`src/rtl/nic_pkg.sv`:
```
// Shared constants and packet layout for the PE network interface.
// Statistics counters exist only when NIC_STATS_EN is defined.
package nic_pkg;
   localparam int DW    = 64;
   localparam int CNT_W = 16;

   localparam logic [1:0] ADDR_RXBUF = 2'd0;
   localparam logic [1:0] ADDR_RXST  = 2'd1;
   localparam logic [1:0] ADDR_TXBUF = 2'd2;
   localparam logic [1:0] ADDR_TXST  = 2'd3;

   localparam int VC_BIT  = 63;
   localparam int DIR_BIT = 62;

   // Field layout: VC [63], DIR [62], HOP [55:48], SRC [47:32], PAYLOAD [31:0].
   typedef struct packed {
      logic        vc;
      logic        dir;
      logic [5:0]  rsvd;
      logic [7:0]  hop;
      logic [15:0] src;
      logic [31:0] payload;
   } nic_pkt_t;

   function automatic logic pkt_vc(input logic [DW-1:0] pkt);
      return pkt[VC_BIT];
   endfunction

   function automatic logic pkt_dir(input logic [DW-1:0] pkt);
      return pkt[DIR_BIT];
   endfunction
endpackage

```
`src/rtl/nic_pe_if.sv`:
```
// Processor register bus plus router PE-port signals of one NIC.
// tx_count/rx_count are present only when NIC_STATS_EN is defined.
interface nic_pe_if;
   import nic_pkg::*;

   logic [1:0]    addr;
   logic [DW-1:0] d_in;
   logic [DW-1:0] d_out;
   logic          nicEn;
   logic          nicWrEn;
   logic          net_so;
   logic          net_ro;
   logic [DW-1:0] net_do;
   logic          net_si;
   logic          net_ri;
   logic [DW-1:0] net_di;
   logic          net_polarity;
`ifdef NIC_STATS_EN
   logic [CNT_W-1:0] tx_count;
   logic [CNT_W-1:0] rx_count;
`endif

   modport slave (
      input  addr, d_in, nicEn, nicWrEn, net_ro, net_si, net_di, net_polarity,
      output d_out, net_so, net_do, net_ri
`ifdef NIC_STATS_EN
      , output tx_count, rx_count
`endif
   );

   modport master (
      output addr, d_in, nicEn, nicWrEn, net_ro, net_si, net_di, net_polarity,
      input  d_out, net_so, net_do, net_ri
`ifdef NIC_STATS_EN
      , input tx_count, rx_count
`endif
   );
endinterface

```
`src/rtl/nic_chan_buf.sv`:
```
// Single-entry packet buffer with a full flag; load takes priority over clear.
module nic_chan_buf
   import nic_pkg::*;
(
   input  logic          CLK,
   input  logic          RST,
   input  logic          i_load,
   input  logic          i_clear,
   input  logic [DW-1:0] i_data,
   output logic [DW-1:0] o_data,
   output logic          o_full
);
   logic [DW-1:0] r_data;
   logic          r_full;

   always_ff @(posedge CLK) begin
      if (!RST) begin
         r_data <= '0;
         r_full <= 1'b0;
      end else if (i_load) begin
         r_data <= i_data;
         r_full <= 1'b1;
      end else if (i_clear) begin
         r_full <= 1'b0;
      end
   end

   assign o_data = r_data;
   assign o_full = r_full;
endmodule

```
`src/rtl/nic_pe.sv`:
```
// PE-side network interface: TX/RX single-entry buffers, register decode and VC polarity gating.
// Optional packet counters are built when NIC_STATS_EN is defined.
module nic_pe
   import nic_pkg::*;
(
   input  logic     CLK,
   input  logic     RST,
   nic_pe_if.slave  bus
);
   logic [DW-1:0] w_tx_buf;
   logic          w_tx_full;
   logic [DW-1:0] w_rx_buf;
   logic          w_rx_full;
   logic          w_wr;
   logic          w_rd;
   logic          w_tx_load;
   logic          w_send;
   logic          w_rx_accept;
   logic          w_rx_clear;
   logic [DW-1:0] w_rd_data;
   logic [DW-1:0] r_d_out;

   assign w_wr = bus.nicEn & bus.nicWrEn;
   assign w_rd = bus.nicEn & ~bus.nicWrEn;

   // A write while full (including the cycle the packet leaves) is refused.
   assign w_tx_load   = w_wr & (bus.addr == ADDR_TXBUF) & ~w_tx_full;
   // RST gates the send so it drops immediately when reset is asserted.
   assign w_send      = RST & w_tx_full & bus.net_ro & (pkt_vc(w_tx_buf) == bus.net_polarity);
   assign w_rx_accept = bus.net_si & ~w_rx_full;
   assign w_rx_clear  = w_rd & (bus.addr == ADDR_RXBUF);

   nic_chan_buf u_tx_buf (
      .CLK     (CLK),
      .RST     (RST),
      .i_load  (w_tx_load),
      .i_clear (w_send),
      .i_data  (bus.d_in),
      .o_data  (w_tx_buf),
      .o_full  (w_tx_full)
   );

   nic_chan_buf u_rx_buf (
      .CLK     (CLK),
      .RST     (RST),
      .i_load  (w_rx_accept),
      .i_clear (w_rx_clear),
      .i_data  (bus.net_di),
      .o_data  (w_rx_buf),
      .o_full  (w_rx_full)
   );

   always_comb begin
      w_rd_data = '0;
      case (bus.addr)
         ADDR_RXBUF: w_rd_data = w_rx_buf;
         ADDR_RXST:  w_rd_data = {{(DW-1){1'b0}}, w_rx_full};
         ADDR_TXBUF: w_rd_data = '0;
         ADDR_TXST:  w_rd_data = {{(DW-1){1'b0}}, w_tx_full};
         default:    w_rd_data = '0;
      endcase
   end

   always_ff @(posedge CLK) begin
      if (!RST) begin
         r_d_out <= '0;
      end else if (w_rd) begin
         r_d_out <= w_rd_data;
      end
   end

   assign bus.d_out  = r_d_out;
   assign bus.net_so = w_send;
   assign bus.net_do = w_tx_buf;
   assign bus.net_ri = ~w_rx_full;

`ifdef NIC_STATS_EN
   logic [CNT_W-1:0] r_tx_count;
   logic [CNT_W-1:0] r_rx_count;

   always_ff @(posedge CLK) begin
      if (!RST) begin
         r_tx_count <= '0;
         r_rx_count <= '0;
      end else begin
         if (w_send)      r_tx_count <= r_tx_count + 1'b1;
         if (w_rx_accept) r_rx_count <= r_rx_count + 1'b1;
      end
   end

   assign bus.tx_count = r_tx_count;
   assign bus.rx_count = r_rx_count;
`endif
endmodule

```
`src/flat_wrapper.sv`:
```
// flat-port wrapper written by rule: the top's interface ports become plain ports
module nic_pe_flat import nic_pkg::*;
  (CLK, RST, bus_addr, bus_d_in, bus_nicEn, bus_nicWrEn, bus_net_ro, bus_net_si, bus_net_di, bus_net_polarity, bus_d_out, bus_net_so, bus_net_do, bus_net_ri);
  nic_pe_if bus_i ();
  input  logic CLK;
  input  logic RST;
  input wire logic [$bits(bus_i.addr)-1:0] bus_addr;
  input wire logic [$bits(bus_i.d_in)-1:0] bus_d_in;
  input wire logic [$bits(bus_i.nicEn)-1:0] bus_nicEn;
  input wire logic [$bits(bus_i.nicWrEn)-1:0] bus_nicWrEn;
  input wire logic [$bits(bus_i.net_ro)-1:0] bus_net_ro;
  input wire logic [$bits(bus_i.net_si)-1:0] bus_net_si;
  input wire logic [$bits(bus_i.net_di)-1:0] bus_net_di;
  input wire logic [$bits(bus_i.net_polarity)-1:0] bus_net_polarity;
  output wire logic [$bits(bus_i.d_out)-1:0] bus_d_out;
  output wire logic [$bits(bus_i.net_so)-1:0] bus_net_so;
  output wire logic [$bits(bus_i.net_do)-1:0] bus_net_do;
  output wire logic [$bits(bus_i.net_ri)-1:0] bus_net_ri;
  assign bus_i.addr = bus_addr;
  assign bus_i.d_in = bus_d_in;
  assign bus_i.nicEn = bus_nicEn;
  assign bus_i.nicWrEn = bus_nicWrEn;
  assign bus_i.net_ro = bus_net_ro;
  assign bus_i.net_si = bus_net_si;
  assign bus_i.net_di = bus_net_di;
  assign bus_i.net_polarity = bus_net_polarity;
  assign bus_d_out = bus_i.d_out;
  assign bus_net_so = bus_i.net_so;
  assign bus_net_do = bus_i.net_do;
  assign bus_net_ri = bus_i.net_ri;
  nic_pe u_core (.CLK(CLK), .RST(RST), .bus(bus_i));
endmodule
```
`config.mk`:
```
export PLATFORM = sky130hd
export DESIGN_NAME = nic_pe_flat
export DESIGN_NICKNAME = d
export VERILOG_FILES = /design/src/rtl/nic_pkg.sv /design/src/rtl/nic_pe_if.sv /design/src/rtl/nic_chan_buf.sv /design/src/rtl/nic_pe.sv /design/src/flat_wrapper.sv
export SDC_FILE = /design/constraint.sdc
export NUM_CORES = 1
export LEC_CHECK = 0
export CAP_MARGIN = 20
export CORE_MARGIN = 2
export CORE_UTILIZATION = 35
export CTS_CLUSTER_DIAMETER = 80
export CTS_CLUSTER_SIZE = 20
export DETAILED_ROUTE_END_ITERATION = 10
export HOLD_SLACK_MARGIN = 0.15
export PLACE_DENSITY = 0.7
export SYNTH_ARGS = -nofsm -noshare
export SYNTH_HDL_FRONTEND = slang
export SYNTH_HIERARCHICAL = 1
export SYNTH_SLANG_ARGS = --single-unit
```
`constraint.sdc`:
```
create_clock -name CLK -period 2.6 [get_ports CLK]
set_input_delay 0.52 -clock CLK [delete_from_list [all_inputs] [get_ports CLK]]
set_output_delay 0.52 -clock CLK [all_outputs]
set_load 0.05 [all_outputs]
```
==> metrics.txt <==
# TYPE chip_impl_metric gauge
chip_impl_metric{name="finalHoldViolations",unit=""} 0
chip_impl_metric{name="synth-simple-area-share",unit="%"} 17.13
chip_impl_info{name="worstHoldPathType",value="reg2reg"} 1
chip_impl_metric{name="synth-compound-area-share",unit="%"} 9.608
chip_impl_metric{name="layout_worst_path_cycle_share",unit="%"} 84.23
chip_impl_metric{name="layout_min_cycle_time",unit="ns"} 2.190
chip_impl_metric{name="mappedNetlistArea",unit="um^2"} 7684
chip_impl_metric{name="number_of_buffers_created_by_cts",unit=""} 17
chip_impl_metric{name="timing_worst_slew_pin_value",unit="ns"} 0.7032
chip_impl_info{name="timing.critical_path.to_type",value="output pin"} 1
chip_impl_metric{name="cp.buffers_inverters",unit=""} 1
chip_impl_metric{name="finalMaxSlewViolations",unit=""} 0
chip_impl_metric{name="synth_adder_area_share",unit="%"} 0
chip_impl_metric{name="finalSetupViolCount",unit=""} 0
chip_impl_info{name="critical-path-top-delay-family",value="buffers and inverters"} 1
chip_impl_metric{name="finalNetCount",unit=""} 1032
chip_impl_metric{name="first_iter_violations",unit=""} 166
chip_impl_metric{name="worstSkewPairLatency",unit="ns"} 0.43
chip_impl_metric{name="finalInstanceArea",unit="um^2"} 11130
chip_impl_info{name="crit_path_start_kind",value="register"} 1
chip_impl_metric{name="globalRoute.totalOverflow",unit=""} 0
chip_impl_metric{name="seq_area_frac_synth",unit="%"} 50.55
chip_impl_metric{name="routed_wl",unit="mm"} 18.91
chip_impl_info{name="critical_path_cell_sequence",value="clkdlybuf4s50_1"} 1
chip_impl_metric{name="synth_nets",unit=""} 780
chip_impl_metric{name="drt.antenna.violating_nets",unit=""} 0
chip_impl_metric{name="slew-limit-headroom",unit="%"} 53.12
chip_impl_metric{name="power.static_leakage",unit="nW"} 3.792
chip_impl_metric{name="whs",unit="ns"} 0.4847
chip_impl_metric{name="via_per_inst",unit=""} 4.540
chip_impl_metric{name="wire_per_inst",unit="um"} 15.92
chip_impl_metric{name="routed-via-count",unit=""} 5393
chip_impl_metric{name="synth_area_per_cell",unit="um^2"} 11.95
chip_impl_metric{name="detailedPlace.worstSlack",unit="ns"} 0.2919
chip_impl_metric{name="design.core.area",unit="um^2"} 21690
chip_impl_metric{name="die_w",unit="um"} 152.2
chip_impl_info{name="rsz0062_at_grt",value="no"} 1
chip_impl_metric{name="drv.max_cap_violation_count",unit=""} 0
chip_impl_metric{name="worst_path_required",unit="ns"} 2.08
chip_impl_metric{name="cts.repair_timing.setup_buffer_count",unit=""} 0
chip_impl_metric{name="antenna_found_initial",unit=""} 0
chip_impl_metric{name="fin_tns_setup",unit="ns"} 0
chip_impl_metric{name="worstPathArrival",unit="ns"} 1.67
chip_impl_metric{name="cts_sinks",unit=""} 194
chip_impl_metric{name="layout.core_utilization",unit="%"} 51.34
chip_impl_metric{name="grt_pass1_wl",unit="mm"} 30.26
chip_impl_metric{name="syn_inst",unit=""} 643
chip_impl_info{name="outcome",value="completed"} 1
chip_impl_metric{name="power.ir.vdd_worst",unit="V"} 0.0004537
chip_impl_metric{name="mux_share_of_post_synthesis_cell_area",unit="%"} 16.81
chip_impl_metric{name="first_global_vias",unit=""} 5430
chip_impl_metric{name="design.die.area",unit="um^2"} 23150
chip_impl_metric{name="effective_utilization_at_floorplan",unit="%"} 35.43
chip_impl_metric{name="highest_clock_frequency_the_design_can_meet",unit="GHz"} 0.4566
chip_impl_metric{name="worst-path-max-fanout",unit=""} 3
chip_impl_metric{name="yosysWarningCount",unit=""} 6
chip_impl_metric{name="postSynthRegisterBits",unit=""} 194
chip_impl_metric{name="path_clk_slew",unit="ns"} 0.07
chip_impl_metric{name="hold_buffers",unit=""} 0
chip_impl_info{name="tritoncts",value="done"} 1
chip_impl_info{name="critPathSlowestCell",value="sky130_fd_sc_hd__clkdlybuf4s50_1"} 1
chip_impl_metric{name="detailedPlacementHpwl",unit="mm"} 12.79
chip_impl_info{name="clockRootBuffer",value="sky130_fd_sc_hd__clkbuf_16"} 1
chip_impl_metric{name="post_dp_cell_area",unit="um^2"} 10530
chip_impl_metric{name="gp_routability_congestion",unit=""} 0.7321
chip_impl_metric{name="cts_max_path_buffers",unit=""} 2
chip_impl_metric{name="die_h",unit="um"} 152.2
chip_impl_metric{name="detail_route.drc_violations",unit=""} 0
chip_impl_metric{name="postLayoutSetupSlackWorst",unit="ns"} 0.4100
chip_impl_metric{name="global_route.usage.total",unit="%"} 16.19
chip_impl_metric{name="cts_resized",unit=""} 0
chip_impl_info{name="timing_worst_setup_path_type",value="reg2out"} 1
chip_impl_metric{name="rows",unit=""} 54
chip_impl_metric{name="largest_net_degree_at_the_start_of_global_routing",unit=""} 197
chip_impl_metric{name="syn_to_final_growth",unit="%"} 44.91
chip_impl_metric{name="synth.distinct_cells",unit=""} 21
chip_impl_info{name="synth_top_family_by_area",value="simple AND/OR/NAND/NOR gates"} 1
chip_impl_metric{name="portBuffers",unit=""} 266
chip_impl_metric{name="clock-skew-final",unit="ns"} 0.01204
chip_impl_metric{name="synth-xor-area-share",unit="%"} 0.1140
chip_impl_metric{name="antennaDiodeCount",unit=""} 0
chip_impl_metric{name="drt_pass1_iterations",unit=""} 6
chip_impl_metric{name="ios",unit=""} 267
chip_impl_metric{name="ctsHtreeMaxLevel",unit=""} 4
chip_impl_metric{name="critical-path-max-stage-delay",unit="ns"} 0.84
chip_impl_metric{name="layout-drive-gt1-share",unit="%"} 12.56
chip_impl_metric{name="power.density_cell_area",unit="nW/um^2"} 593.8
==> area by class of cell <==
class	count	area, um^2
Sequential cell	194	3884
Multi-Input combinational cell	399	3372
Clock buffer	17	425.4
Tap cell	280	350.3
Inverter	1	3.754
Timing Repair Buffer	282	2915
Fill cell	1942	10550
Clock inverter	15	183.9
==> cell families after synthesis <==
family | count (synthesis)
XOR/XNOR | 1
multiplexers | 129
AO/OA/AOI/OAI | 65
flip-flops | 194
buffers and inverters | 50
AND/OR/NAND/NOR | 204
==> registers in the layout, summed over array words and instances, names as in the netlist <==
name                    flops
u_core/bus.d_out           64
u_core/u_rx_buf/o_data     64
u_core/u_rx_buf/o_full      1
u_core/u_tx_buf/o_data     64
u_core/u_tx_buf/o_full      1
==> stage by stage <==
step / total power [mW] / cells
2_1_floorplan: 3.636 / 643
5_1_grt: 6.902 / 1188
6_report: 6.611 / 1188
4_1_cts: 6.715 / 1188
3_5_place_dp: 3.969 / 1156
3_3_place_gp: 3.960 / 1156
==> power by group <==
group	total [mW]	switching [mW]	internal [mW]
registers	3.12	0.0582	3.06
clock network	2.72	1.33	1.40
logic	0.767	0.344	0.423
==> worst paths after layout <==
kind / start / to / slack, ns / cells after the start
setup / recovery: u_core/u_tx_buf/o_data[63] / bus_net_do[63] / 0.41 / 1
hold / removal: u_core/u_rx_buf/o_data[0] / u_core/bus.d_out[0] / 0.48 / 2
setup reg to reg: u_core/u_tx_buf/o_full / u_core/u_tx_buf/o_data[48] / 1.10 / 5
hold reg to reg: u_core/u_rx_buf/o_data[0] / u_core/bus.d_out[0] / 0.48 / 2
==> cell usage after synthesis, drive strengths merged <==
cell type  count  area (um^2)
clkbuf        19        71.32
nand4bb        1        11.26
nand2b         1        6.260
o21a           2        15.01
nor2           2        7.510
nor2b        194         1239
a22oi         63        723.2
nand3          4        20.02
dfxtp        194         3884
buf           30        370.4
xor2           1        8.760
and4           1        8.760
nor4b          1        23.77
inv            1        3.750
mux2i        129         1291
==> routing by layer <==
metal	wire length, um	GRT usage (%)
met4	123	3.204
met1	8532	21.11
met5	0	0
met3	1711	6.797
met2	8540	25.33
==> cell usage in the layout (no fill, tap or decap) <==
| cell type | count |
|---|---|
| sky130_fd_sc_hd__nor2b_1 | 183 |
| sky130_fd_sc_hd__inv_8 | 5 |
| sky130_fd_sc_hd__xor2_1 | 1 |
| sky130_fd_sc_hd__a22oi_1 | 13 |
| sky130_fd_sc_hd__nor2_1 | 2 |
| sky130_fd_sc_hd__nand2b_4 | 1 |
| sky130_fd_sc_hd__clkinv_8 | 3 |
| sky130_fd_sc_hd__clkdlybuf4s50_1 | 264 |
| sky130_fd_sc_hd__and4_4 | 1 |
| sky130_fd_sc_hd__inv_6 | 5 |
| sky130_fd_sc_hd__clkbuf_16 | 17 |
| sky130_fd_sc_hd__nand3_1 | 4 |
| sky130_fd_sc_hd__nor2b_2 | 10 |
| sky130_fd_sc_hd__bufinv_16 | 1 |
| sky130_fd_sc_hd__o21a_1 | 2 |
| sky130_fd_sc_hd__nor2b_4 | 1 |
| sky130_fd_sc_hd__buf_12 | 11 |
| sky130_fd_sc_hd__mux2i_1 | 129 |
| sky130_fd_sc_hd__nand4bb_1 | 1 |
| sky130_fd_sc_hd__clkinv_2 | 1 |
| sky130_fd_sc_hd__nor4b_4 | 1 |
| sky130_fd_sc_hd__inv_1 | 1 |
| sky130_fd_sc_hd__buf_4 | 7 |
| sky130_fd_sc_hd__dfxtp_1 | 194 |
| sky130_fd_sc_hd__a22oi_2 | 50 |
(Power assumes the default switching activity.)
